**config.mk**
```make
export PLATFORM = sky130hd
export DESIGN_NAME = bram_access_arbiter
export DESIGN_NICKNAME = d
export VERILOG_FILES = /design/src/rtl/bram_access_arbiter.sv
export SDC_FILE = /design/constraint.sdc
export NUM_CORES = 1
export LEC_CHECK = 0
export CAP_MARGIN = 20
export CORE_MARGIN = 2
export CORE_UTILIZATION = 35
export CTS_CLUSTER_SIZE = 24
export DETAILED_ROUTE_END_ITERATION = 10
export PLACE_DENSITY = 0.75
export SLEW_MARGIN = 20
export SYNTH_ARGS = -nofsm -noshare
export SYNTH_HDL_FRONTEND = slang
export SYNTH_SLANG_ARGS = --single-unit
```
**constraint.sdc**
```tcl
create_clock -name wb_clk_i -period 1.6 [get_ports wb_clk_i]
set_clock_uncertainty 0.2 [all_clocks]
set_input_delay 0.24 -clock wb_clk_i [delete_from_list [all_inputs] [get_ports wb_clk_i]]
set_output_delay 0.24 -clock wb_clk_i [all_outputs]
set_load 0.005 [all_outputs]
```
**src/rtl/bram_access_arbiter.sv**
```systemverilog
// Shares the single-port user BRAM between the Wishbone slave path and a user
// valid/ready port. Each access holds EN for DELAY cycles, then acks/responds once.
module bram_access_arbiter #(
  parameter int DELAY = 10,
  parameter int AW    = 32
) (
  input  logic          wb_clk_i,
  input  logic          wb_rst_i,
  input  logic          wbs_cyc_i,
  input  logic          wbs_stb_i,
  input  logic          wbs_we_i,
  input  logic [3:0]    wbs_sel_i,
  input  logic [AW-1:0] wbs_adr_i,
  input  logic [31:0]   wbs_dat_i,
  output logic          wbs_ack_o,
  output logic [31:0]   wbs_dat_o,
  input  logic          req_valid_i,
  output logic          req_ready_o,
  input  logic          req_we_i,
  input  logic [3:0]    req_sel_i,
  input  logic [AW-1:0] req_adr_i,
  input  logic [31:0]   req_dat_i,
  output logic          rsp_valid_o,
  output logic [31:0]   rsp_dat_o,
  output logic          bram_en_o,
  output logic [3:0]    bram_we_o,
  output logic [AW-1:0] bram_adr_o,
  output logic [31:0]   bram_di_o,
  input  logic [31:0]   bram_do_i
);
  typedef enum logic [1:0] {IDLE, ACCESS, DONE} state_t;
  localparam logic [3:0] LAST_CNT = 4'(DELAY - 1);

  state_t        state_q, state_d;
  logic [3:0]    count_q;
  logic          last_q;   // 1 = user port held the most recent grant
  logic          gnt_q;    // 1 = current access belongs to the user port
  logic          we_q;
  logic          abort_q;
  logic [3:0]    sel_q;
  logic [AW-1:0] adr_q;
  logic [31:0]   dat_q;
  logic [31:0]   rdata_q;
  logic          wb_req, usr_req, pick_usr;

  assign wb_req   = wbs_cyc_i & wbs_stb_i;
  assign usr_req  = req_valid_i;
  // On a conflict the user wins only if Wishbone had the previous grant.
  assign pick_usr = usr_req & (~wb_req | ~last_q);

  always_comb begin
    state_d     = state_q;
    req_ready_o = 1'b0;
    wbs_ack_o   = 1'b0;
    wbs_dat_o   = '0;
    rsp_valid_o = 1'b0;
    rsp_dat_o   = '0;
    bram_en_o   = 1'b0;
    bram_we_o   = '0;
    bram_adr_o  = '0;
    bram_di_o   = '0;
    case (state_q)
      IDLE: begin
        req_ready_o = pick_usr;
        if (wb_req | usr_req) state_d = ACCESS;
      end
      ACCESS: begin
        bram_en_o  = 1'b1;
        bram_adr_o = adr_q;
        bram_di_o  = dat_q;
        // Write strobes only on the first cycle so each write lands exactly once.
        if (count_q == 4'd0) bram_we_o = sel_q & {4{we_q}};
        if (count_q == LAST_CNT) state_d = DONE;
      end
      DONE: begin
        wbs_ack_o   = ~gnt_q & ~abort_q;
        wbs_dat_o   = (~gnt_q & ~abort_q) ? rdata_q : '0;
        rsp_valid_o = gnt_q;
        rsp_dat_o   = gnt_q ? rdata_q : '0;
        state_d     = IDLE;
      end
      default: state_d = IDLE;
    endcase
  end

  always_ff @(posedge wb_clk_i) begin
    if (wb_rst_i) begin
      state_q <= IDLE;
      count_q <= '0;
      last_q  <= 1'b1;
      gnt_q   <= 1'b0;
      we_q    <= 1'b0;
      abort_q <= 1'b0;
      sel_q   <= '0;
      adr_q   <= '0;
      dat_q   <= '0;
      rdata_q <= '0;
    end else begin
      state_q <= state_d;
      case (state_q)
        IDLE: begin
          if (wb_req | usr_req) begin
            gnt_q   <= pick_usr;
            last_q  <= pick_usr;
            count_q <= '0;
            abort_q <= 1'b0;
            we_q    <= pick_usr ? req_we_i  : wbs_we_i;
            sel_q   <= pick_usr ? req_sel_i : wbs_sel_i;
            adr_q   <= pick_usr ? req_adr_i : wbs_adr_i;
            dat_q   <= pick_usr ? req_dat_i : wbs_dat_i;
          end
        end
        ACCESS: begin
          count_q <= count_q + 4'd1;
          // A dropped cycle still finishes the BRAM access but loses its ack.
          if (!gnt_q && !wbs_cyc_i) abort_q <= 1'b1;
          if (count_q == LAST_CNT) rdata_q <= bram_do_i;
        end
        default: ;
      endcase
    end
  end
endmodule

```
==> impl_results.md, run 1 <==
* Status: finished, violations left
* Violated checks: negative setup slack
* Async set-reset flop share out of synthesis at 0%
* Die H at 134 um
* Number of buffers created by CTS at 9
* Pwr dens at between 600 and 700 mW/mm2
* Synthesized area at between 0.005 and 0.006 mm2
* Fin. Hold Viols at 0
* Dpl cell area at roughly 0.0096 mm2
* Tmin final at between 2000 and 2500 ps
* Critical-path maximum fanout at 8
* Final std cells w/o fill at approximately 1400
* Peak VDD IR at between 0.5 and 0.6 mV
* Worst path buffer plus inverter count at 5
* Core Area at 0.0166 mm2
* CP Capture Type: output port
* Post-synthesis sequential area ratio at between 30 and 40%
* FILL cells at around 1100
* Part of the power in registers at 37.7%
* Share of cells above drive strength 1 at between 50% and 60%
* Final Setup Violations at between 200 and 250
* Most instantiated cells after synthesis: and2_1, dfxtp_1, a21oi_1, nand3_1, o21ai_0
* Comb power frac at a little under a third
* Antenna viol nets, final at 0
* Port bufs at 310
* I/O pin cnt at around 310
* Internal Power at approximately 0.0058 W
* Place WS at -590 ps
* Share of the synthesized area in the top cell type at 37.1%
* Largest delay share family, worst path: buffers and inverters
* Slowest-stage cell, CP: dfxtp_2
* RSZ-0062 raised after global routing: true
* Count leader, synth: and2_1
* Primary FF master, synth: dfxtp_1
* Slew Viols, Final at 0
* FF+latch area at between 0.002 and 0.0025 mm2
* Distinct cells, synth at 33
* Slowest Stage Delay on Critical Path at 360 ps
* Die Wd at 134 um
* Synth area leaders: dfxtp_1, and2_1, a311oi_1
* Vias at about 7700
* Cell count after placement at around 1300
* Area growth syn-to-layout at 110%
* Register bit count reported by yosys at between 100 and 150
* Hpwl dp at about 16000 um
* Switching Fraction at 29.3%
* Worst-Skew Late Latency at roughly 350 ps
* Final #Nets at between 1000 and 1500
* Total track usage at roughly 29%
* Static Leak at approximately 4.8 nW
* Critical path type: reg -> out
* Slew @ Worst Pin at 335 ps
* Grt ovf at 0
* TNS Setup at -70480 ps
* CTS Hold Bufs at 0
* CP Data Required Time at 1160 ps
* Total power at slightly above 0.008 W
* Wire length per cell at 22.2 um
* FMAX at ~460 MHz
* CTS sink count at 110
* Maxcap violations at 0
* First-pass GRT wire length at between 40000 and 50000 um
* Gpl congestion at approximately 0.84
* H-tree levels at 3
* Crit path cell chain: buf_6 -> nor4b_4 -> buf_4 -> buf_6 -> buf_12 -> and2_4 -> buf_6
* Post-route design area at around 0.012 mm2
* CTS tree: yes
* Residual DRC at 0
* Post-route setup slack at -571 ps
* Hold WC Path Type: in -> reg
* Clock-pin slew on the worst setup and hold paths at approximately 80 ps
* Startpoint types: register
* Synth Instances at ~750
* Syn_nets at 930
* Diode count at 0
* Slew HR at between 70% and 80%
* YS warnings at 0
* Critical path arrival at roughly 1700 ps
* Multi-input gate area at about 0.0044 mm2
* Vias in the first global route at ~7300
* Drt first-iter violations at around 450
* Via density at 5.72
* Post-synth EDFFs at 0
* Avg Inst Size Synth at 7.90 um2
* Clk pwr share at 30.4%
* Largest net degree at the start of global routing at 57
* Drt pass-1 iters at 5
* Cell taking the most area after synthesis: dfxtp_1
* CTS Buffer Depth at 2
* Final WL at 30100 um
* Num rows at 47
* Initial core utilization at 35.8%
* Switching pwr at between 0.002 and 0.0025 W
* Antenna violations before repair at 1
* Total die area at 0.0180 mm2
* CP dominant cell by count: buf_6
* Clock root buffer: clkbuf_16
* Final worst path period share at 136%
-- timing repair --
item,4_1_cts,5_1_grt
buffers inserted,46,24
gates resized for setup,751,371
endpoints found under the setup margin,241,246
cloned,21,10
pin swaps,73,132
-- metrics by stage --
stage               utilization (%)  hold WS [ps]
CTS                            67.0          32.9
global placement               58.0           267
floorplan                         -           188
finish                         75.3          48.9
detailed placement             58.0           274
global route                   75.3          57.1
-- logic make-up after synthesis --
family          synth area share, %
xor+xnor                      0.148
flops                          37.1
compound gates                 29.3
simple gates                   24.8
fa+ha+maj                     0.632
buf+inv                        7.96
-- worst register-to-register path: stages (launching register included) --
cell	delay, ps
dfxtp_2	340
buf_6	120
buf_6	100
buf_6	100
nor2_4	150
buf_8	150
buf_12	130
buf_6	90
buf_8	120
a21oi_1	70
a311oi_1	230
-- final timing paths --
kind                           start                  endpoint  slack (ps)  depth (start not counted)
max          state_q[1]$_SDFFE_PP0P_             wbs_dat_o[19]        -570                          7
min                         wb_rst_i  rdata_q[31]$_SDFFE_PP0P_          50                          2
max reg2reg  state_q[1]$_SDFFE_PP0P_    adr_q[26]$_SDFFE_PP0P_        -320                         10
min reg2reg  rdata_q[3]$_SDFFE_PP0P_   rdata_q[3]$_SDFFE_PP0P_         290                          2
-- power groups by stage --
stage	registers (W)	logic [W]	clock network, W
floorplan	0.00306	0.000817	0
global placement	0.00310	0.00175	0
detailed placement	0.00310	0.00177	0
CTS	0.00306	0.00220	0.00253
global route	0.00312	0.00277	0.00263
finish	0.00310	0.00262	0.00250
-- layer usage --
layer	GRT usage [%]	share of wire (%)
met1	33.6	39
met2	50.3	51
met3	6.54	6.9
met4	11.2	3.5
met5	0	0
-- final cells by class --
class,count,share of cell area (%)
timing repair buffer,456,42.4
multi-input combinational,545,34.9
sequential,110,17.7
tap,220,2.20
clock buffer,9,1.80
clock inverter,7,0.781
inverter,5,0.210
-- state kept, by name (all words and copies together), names as in the netlist --
| signal | count |
|---|---|
| dat_q | 32 |
| count_q | 4 |
| adr_q | 32 |
| last_q | 1 |
| state_q | 2 |
| gnt_q | 1 |
| we_q | 1 |
| rdata_q | 32 |
| sel_q | 4 |
| abort_q | 1 |
-- cell usage in the layout (no fill, tap or decap), types with 3 or more instances in the layout --
master	n
buf_2	7
buf_8	18
o21ai_0	70
a21oi_2	68
inv_2	4
dfxtp_2	3
dfxtp_1	106
buf_12	27
clkdlybuf4s50_1	170
buf_4	48
and2_1	7
nand3_1	79
o21ai_2	15
and2_4	125
nand3_4	7
a21oi_4	10
buf_6	161
a21oi_1	28
o21ai_1	17
a311oi_2	15
nand3_2	18
buf_16	12
nand2_1	3
a311oi_1	55
clkbuf_16	17
clkbuf_2	3
Power figures use the tool's default switching activity.
==> run 2: changes to the inputs <==
--- a/config.mk
+++ b/config.mk
@@ -8,7 +8,6 @@
 export CAP_MARGIN = 20
 export CORE_MARGIN = 2
 export CORE_UTILIZATION = 35
-export CTS_CLUSTER_SIZE = 24
 export DETAILED_ROUTE_END_ITERATION = 10
 export PLACE_DENSITY = 0.75
 export SLEW_MARGIN = 20
==> results of run 2 <==
Final layout, timing and power as in run 1 (identical DEF).
==> run 3: changes to the inputs <==
--- a/config.mk
+++ b/config.mk
@@ -5,7 +5,7 @@
 export SDC_FILE = /design/constraint.sdc
 export NUM_CORES = 1
 export LEC_CHECK = 0
-export CAP_MARGIN = 20
+export CAP_MARGIN = 40
 export CORE_MARGIN = 2
 export CORE_UTILIZATION = 35
 export DETAILED_ROUTE_END_ITERATION = 10
==> results of run 3 <==
Final layout, timing and power as in run 1 (identical DEF).
